**src/rtl/operand_regfile_pkg.sv**
```systemverilog
// operand_regfile_pkg: shared widths, NOP opcode and writeback pipe-entry record
package operand_regfile_pkg;
  localparam int DATA_W = 19;
  localparam int NREG = 8;
  localparam int ADDR_W = 3;
  localparam logic [3:0] NOP = 4'hF;
  typedef struct packed {
    logic valid;
    logic wb_en;
    logic [ADDR_W-1:0] rd;
  } pipe_t;
endpackage

```
**src/rtl/operand_regfile_hazard.sv**
```systemverilog
// opreg_hazard: RAW detection against S1/S2 and forward select (OPREG_BYPASS_EN)
module opreg_hazard
  import operand_regfile_pkg::*;
(
  input  pipe_t             s1,
  input  pipe_t             s2,
  input  logic [ADDR_W-1:0] rs_a,
  input  logic [ADDR_W-1:0] rs_b,
  input  logic              use_imm,
  output logic              stall,
  output logic              fwd_a,
  output logic              fwd_b
);
  logic w1, w2, m1a, m1b, m2a, m2b;
  // source-vs-destination matches; R0 never creates a dependency
  always_comb begin
    w1 = s1.valid & s1.wb_en & (s1.rd != '0);
    w2 = s2.valid & s2.wb_en & (s2.rd != '0);
    m1a = w1 & (rs_a == s1.rd);
    m2a = w2 & (rs_a == s2.rd);
    m1b = w1 & !use_imm & (rs_b == s1.rd);
    m2b = w2 & !use_imm & (rs_b == s2.rd);
`ifdef OPREG_BYPASS_EN
    stall = m1a | m1b;
    fwd_a = m2a & !m1a;
    fwd_b = m2b & !m1b;
`else
    stall = m1a | m1b | m2a | m2b;
    fwd_a = 1'b0;
    fwd_b = 1'b0;
`endif
  end
endmodule

```
**src/rtl/operand_regfile.sv**
```systemverilog
// operand_regfile: register file + operand issue to the ALU, forwarding under OPREG_BYPASS_EN
module operand_regfile
  import operand_regfile_pkg::*;
(
  input  logic              clk,
  input  logic              RST,
  input  logic              issue_valid,
  output logic              issue_ready,
  input  logic [3:0]        op_in,
  input  logic [ADDR_W-1:0] rs_a,
  input  logic [ADDR_W-1:0] rs_b,
  input  logic [ADDR_W-1:0] rd,
  input  logic              use_imm,
  input  logic [DATA_W-1:0] imm_in,
  input  logic              wb_en,
  output logic [3:0]        ALU_OP,
  output logic [DATA_W-1:0] a_out,
  output logic [DATA_W-1:0] b_out,
  input  logic [DATA_W-1:0] alu_result,
  input  logic              alu_z,
  input  logic              ext_wr_en,
  input  logic [ADDR_W-1:0] ext_wr_addr,
  input  logic [DATA_W-1:0] ext_wr_data,
  output logic              ext_wr_ready,
  output logic              z_out,
  output logic              busy
);
  logic [DATA_W-1:0] rf_q [NREG];
  logic [DATA_W-1:0] rf_d [NREG];
  logic [DATA_W-1:0] a_q, a_d, b_q, b_d;
  logic [3:0] op_q, op_d;
  logic z_q, z_d;
  pipe_t s1_q, s1_d, s2_q, s2_d;
  logic stall, fwd_a, fwd_b, fire, alu_wb;
  opreg_hazard u_hazard (
    .s1(s1_q), .s2(s2_q), .rs_a(rs_a), .rs_b(rs_b), .use_imm(use_imm),
    .stall(stall), .fwd_a(fwd_a), .fwd_b(fwd_b)
  );
  // issue, writeback arbitration and next-state; ALU writeback beats external writes
  always_comb begin
    alu_wb = s2_q.valid & s2_q.wb_en & (s2_q.rd != '0);
    issue_ready = !RST & !stall;
    ext_wr_ready = !RST & !alu_wb;
    busy = s1_q.valid | s2_q.valid;
    fire = issue_valid & issue_ready;
    rf_d = rf_q;
    if (ext_wr_en & ext_wr_ready & (ext_wr_addr != '0)) rf_d[ext_wr_addr] = ext_wr_data;
    if (alu_wb) rf_d[s2_q.rd] = alu_result;
    a_d = fire ? (fwd_a ? alu_result : rf_q[rs_a]) : a_q;
    b_d = fire ? (use_imm ? imm_in : fwd_b ? alu_result : rf_q[rs_b]) : b_q;
    op_d = fire ? op_in : NOP;
    s1_d = fire ? pipe_t'{1'b1, wb_en, rd} : '0;
    s2_d = s1_q;
    z_d = s2_q.valid ? alu_z : z_q;
  end
  // state registers with synchronous reset dropping in-flight writebacks
  always_ff @(posedge clk) begin
    if (RST) begin
      rf_q <= '{default: '0};
      a_q <= '0;
      b_q <= '0;
      op_q <= NOP;
      z_q <= 1'b0;
      s1_q <= '0;
      s2_q <= '0;
    end else begin
      rf_q <= rf_d;
      a_q <= a_d;
      b_q <= b_d;
      op_q <= op_d;
      z_q <= z_d;
      s1_q <= s1_d;
      s2_q <= s2_d;
    end
  end
  assign ALU_OP = op_q;
  assign a_out = a_q;
  assign b_out = b_q;
  assign z_out = z_q;
endmodule

```
**config.mk**
```make
export PLATFORM = sky130hd
export DESIGN_NAME = operand_regfile
export DESIGN_NICKNAME = d
export VERILOG_FILES = /design/src/rtl/operand_regfile_pkg.sv /design/src/rtl/operand_regfile_hazard.sv /design/src/rtl/operand_regfile.sv
export SDC_FILE = /design/constraint.sdc
export NUM_CORES = 1
export LEC_CHECK = 0
export CAP_MARGIN = 20
export CORE_UTILIZATION = 51
export CTS_CLUSTER_SIZE = 8
export DETAILED_ROUTE_END_ITERATION = 8
export GPL_ROUTABILITY_DRIVEN = 0
export PLACE_DENSITY = 0.85
export SYNTH_ARGS = -nofsm -noshare
export SYNTH_HDL_FRONTEND = slang
export SYNTH_SLANG_ARGS = --single-unit
```
**constraint.sdc**
```tcl
create_clock -name clk -period 2.43 [get_ports clk]
set_input_delay 0.486 -clock clk [delete_from_list [all_inputs] [get_ports clk]]
set_output_delay 0.486 -clock clk [all_outputs]
set_load 0.05 [all_outputs]
```
==> implementation parameters <==
Parameter                              Value

Outcome
  Run status ... complete, no violations

Power and ir drop
  Logic gate share of total power ... 0.135
  Switching power ... roughly 2.1 mW
  Clock network fraction of design power ... 0.429
  Leakage power ... approximately 4.5 nW
  Fraction of power spent switching nets ... 0.2585
  Register share of total power ... 0.436
  Maximum VDD drop ... 484.2 uV
  Power per cell area ... 627.1 mW/mm2
  Internal power summed over all cells ... roughly 6 mW

Die
  Effective utilization at floorplan ... 0.5273
  Core Rows ... 51
  Core region area ... approximately 0.02 mm2
  I/O pin count ... around 130
  Die ar. ... 0.02103 mm2
  Die Ht ... approximately 150 um
  Floorplan die width ... 145.0 um

Yosys
  Share of flip-flops with an asynchronous set or reset ... 0
  Number of distinct standard cells referenced by the synthesized netlist ... 32
  Average cell area after synthesis ... about 9.6 um2
  Number of instances in the synthesized netlist ... approximately 1100
  Number of enable flip-flop cells after synthesis ... 0
  Number of nets in the synthesized netlist ... approximately 1200
  #FFs+latches synth ... between 200 and 250
  Count of yosys warnings during synthesis ... 0
  Top_reg_cell synth ... sky130_fd_sc_hd__dfxtp_1
  Post-Syn Area ... 0.01043 mm2
  Seq/Total Area, Yosys ... 0.3934

Timing
  Skew final ... between 0.02 and 0.025 ns
  Slew at the pin closest to its max-slew limit ... 0.5717 ns
  Tightest slew margin relative to the limit ... 0.6174
  Tmin final ... between 2 and 2.5 ns
  Final max-slew violation count ... 0
  RSZ-0062 raised after global routing ... false
  Fmax ... 416.6 MHz
  Final setup violation count ... 0
  Period Utilization, post-route ... 0.9878
  Final hold violation count ... 0
  Setup tns final ... 0 ns

Placement
  Hpwl dp ... approximately 21000 um
  Post-place instance area ... between 0.01 and 0.015 mm2
  Count of input and output buffers ... around 130

Routing
  Aggregate routed wire length ... ~34000 um
  Routed length per placed instance ... 23.49 um
  Per-cell via count in the routed design ... 6.815
  Detail Route Antenna Nets ... 0
  DRC marker count from the first detailed-route iteration ... 1535
  Number of DRC violations after detailed routing ... 0
  Via total after detailed routing ... slightly below 10000
  Length of the first detailed-routing pass in iterations ... 6

Setup path
  CP cell instances ... o311a_4 -> a41oi_2 -> and3_2 -> buf_12
  WS Path Type ... reg2out
  Kind of launch point of the worst setup path ... register
  Max stage delay cell, worst path ... sky130_fd_sc_hd__o311a_4
  Critical-path maximum fanout ... 5
  Worst Setup End Kind ... primary output
  Cell family with the largest share of critical-path delay ... compound AO/OA/AOI/OAI gates
  CP peak stage delay ... between 0.4 and 0.5 ns
  Count of buffering cells on the critical path with inverters included ... 1
  Worst EP required ... just under 2 ns
  Worst path arrival time ... about 1.9 ns

Clock network
  CTS tree ... yes
  Depth of the CTS H-tree ... 1
  Sink count of the clock tree ... just over 200
  Later-pin clock latency in the skew report ... roughly 0.55 ns
  Clock tree buffer depth ... 3
  Clock transition at the registers of the reported paths ... ~0.050 ns
  TritonCTS buffer count ... 29
  Root buffer cell ... sky130_fd_sc_hd__clkbuf_16

Global route
  Via count of the first global-routing pass ... ~10000
  Maximum number of pins on one net before global-route repair ... between 40 and 50
  Total track usage ... 0.3224
  Leftover overflow at the end of global routing ... 0
  First-pass GRT wire length ... ~54000 um
  Initial antenna violation count ... 1

Final layout
  Final instance area ... between 0.01 and 0.015 mm2
  Layout net count ... 1271
  Share of cells above drive strength 1 ... 0.1696
  Relative area change from synthesis to final layout ... 23.74%

Job
  Max Cap Viol ... 0

Hold path
  HP Class ... in2reg
cell usage after synthesis, types with 2 or more instances:
cell type / number / share of area
sky130_fd_sc_hd__a211oi_1: 37 / 0.027
sky130_fd_sc_hd__a21oi_1: 38 / 0.018
sky130_fd_sc_hd__and3_1: 7 / 0.0042
sky130_fd_sc_hd__buf_1: 10 / 0.0036
sky130_fd_sc_hd__buf_2: 36 / 0.017
sky130_fd_sc_hd__buf_4: 5 / 0.0036
sky130_fd_sc_hd__buf_6: 3 / 0.0032
sky130_fd_sc_hd__clkbuf_1: 50 / 0.018
sky130_fd_sc_hd__clkbuf_2: 2 / 0.00096
sky130_fd_sc_hd__dfxtp_1: 205 / 0.39
sky130_fd_sc_hd__inv_1: 20 / 0.0072
sky130_fd_sc_hd__mux2_2: 19 / 0.021
sky130_fd_sc_hd__mux2i_1: 57 / 0.055
sky130_fd_sc_hd__mux4_2: 76 / 0.16
sky130_fd_sc_hd__nand2_1: 123 / 0.044
sky130_fd_sc_hd__nand2b_1: 52 / 0.031
sky130_fd_sc_hd__nand3_1: 2 / 0.00096
sky130_fd_sc_hd__nand4_1: 3 / 0.0018
sky130_fd_sc_hd__nor2_1: 41 / 0.015
sky130_fd_sc_hd__nor2b_1: 27 / 0.016
sky130_fd_sc_hd__nor4_1: 4 / 0.0024
sky130_fd_sc_hd__nor4_4: 2 / 0.0041
sky130_fd_sc_hd__o21ai_0: 130 / 0.062
sky130_fd_sc_hd__o21ai_1: 4 / 0.0019
sky130_fd_sc_hd__o22ai_1: 115 / 0.069
sky130_fd_sc_hd__o311a_1: 2 / 0.0019
sky130_fd_sc_hd__xnor2_1: 12 / 0.010
layout make-up:
| cell class | count | area, um2 |
|---|---|---|
| clock buffer | 29 | 725.7 |
| antenna | 1 | 2.502 |
| sequential | 205 | 4106 |
| timing repair buffer | 179 | 1828 |
| fill | 1377 | 6874 |
| multi-input combinational | 756 | 5824 |
| tap | 265 | 331.6 |
| inverter | 20 | 75.07 |
| clock inverter | 2 | 13.76 |
timing repair:
action,CTS,global route
setup endpoints to repair,1,1
buffers inserted,0,0
resized for setup,4,1
hold buffers,0,0
gates cloned,0,0
worst reg2reg max path, delay by kind of cell, from the launching register on:
| kind | cells | cell delay, ns |
|---|---|---|
| AOI/OAI and AO/OA | 3 | 0.73 |
| buffers and inverters | 2 | 0.48 |
| and+or+nand+nor | 2 | 0.48 |
| DFF | 1 | 0.38 |
path summary, 6_finish.rpt:
check        slack [ns]          end  startpoint  depth (start not counted)
max                0.03  issue_ready     s2_q[0]                          4
max reg2reg        0.24    rf_q[109]     s2_q[0]                          7
min                0.40    rf_q[141]         RST                          2
min reg2reg        0.48     b_out[2]    b_out[2]                          2
per-layer routing:
layer  up-vias  share of wire  track usage
met5         -              0            0
met3       255           0.13      0.08239
met4         0          0.069       0.2144
met1      4571           0.35       0.3890
li1       4203              -            -
met2       900           0.45       0.5087
metrics by stage:
stage                     setup WS, ns  total power [mW]  hold WS (ns)  utilization  std cells
final                          0.02976             8.094        0.3985       0.6525       1457
after floorplan                0.03286             4.216        0.4387            -       1087
after CTS                      0.04567             8.067        0.3883       0.6520       1456
after detailed placement      0.009881             4.648        0.4624       0.6140       1425
after global routing          0.009185             8.295        0.4067       0.6524       1456
after global placement          0.1353             4.626        0.4616       0.6140       1425
flip-flops by register name, indices dropped and copies added, names as in the netlist:
register	flops
s2_q	5
b_out	19
s1_q	5
rf_q	152
z_out	1
a_out	19
ALU_OP	4
cell usage in the layout, fill, tap and decap left out, types with 6 or more instances in the layout:
cell,n
sky130_fd_sc_hd__buf_12,16
sky130_fd_sc_hd__a21oi_1,38
sky130_fd_sc_hd__o22ai_1,115
sky130_fd_sc_hd__dfxtp_1,203
sky130_fd_sc_hd__buf_4,41
sky130_fd_sc_hd__mux2_2,19
sky130_fd_sc_hd__xnor2_1,12
sky130_fd_sc_hd__clkbuf_16,29
sky130_fd_sc_hd__nand2b_1,52
sky130_fd_sc_hd__o21ai_0,130
sky130_fd_sc_hd__mux2i_1,57
sky130_fd_sc_hd__nand2_1,123
sky130_fd_sc_hd__nor2_1,40
sky130_fd_sc_hd__a211oi_1,37
sky130_fd_sc_hd__inv_1,20
sky130_fd_sc_hd__and3_1,6
sky130_fd_sc_hd__nor2b_1,27
sky130_fd_sc_hd__clkdlybuf4s50_1,117
sky130_fd_sc_hd__mux4_2,76
power groups by stage:
| stage | Sequential [mW] | Combinational [mW] | Clock, mW |
|---|---|---|---|
| after CTS | 3.53 | 1.07 | 3.47 |
| after detailed placement | 3.59 | 1.06 | 0 |
| after global placement | 3.58 | 1.04 | 0 |
| after floorplan | 3.70 | 0.520 | 0 |
| final | 3.53 | 1.09 | 3.47 |
| after global routing | 3.53 | 1.14 | 3.62 |
cell families after synthesis:
family | Yosys count | synth area share
compound gates | 328 | 0.1816
xor+xnor | 12 | 0.01008
buf+inv | 126 | 0.05386
flops | 205 | 0.3934
mux | 152 | 0.2393
simple gates | 264 | 0.1217
(Power assumes the default switching activity.)
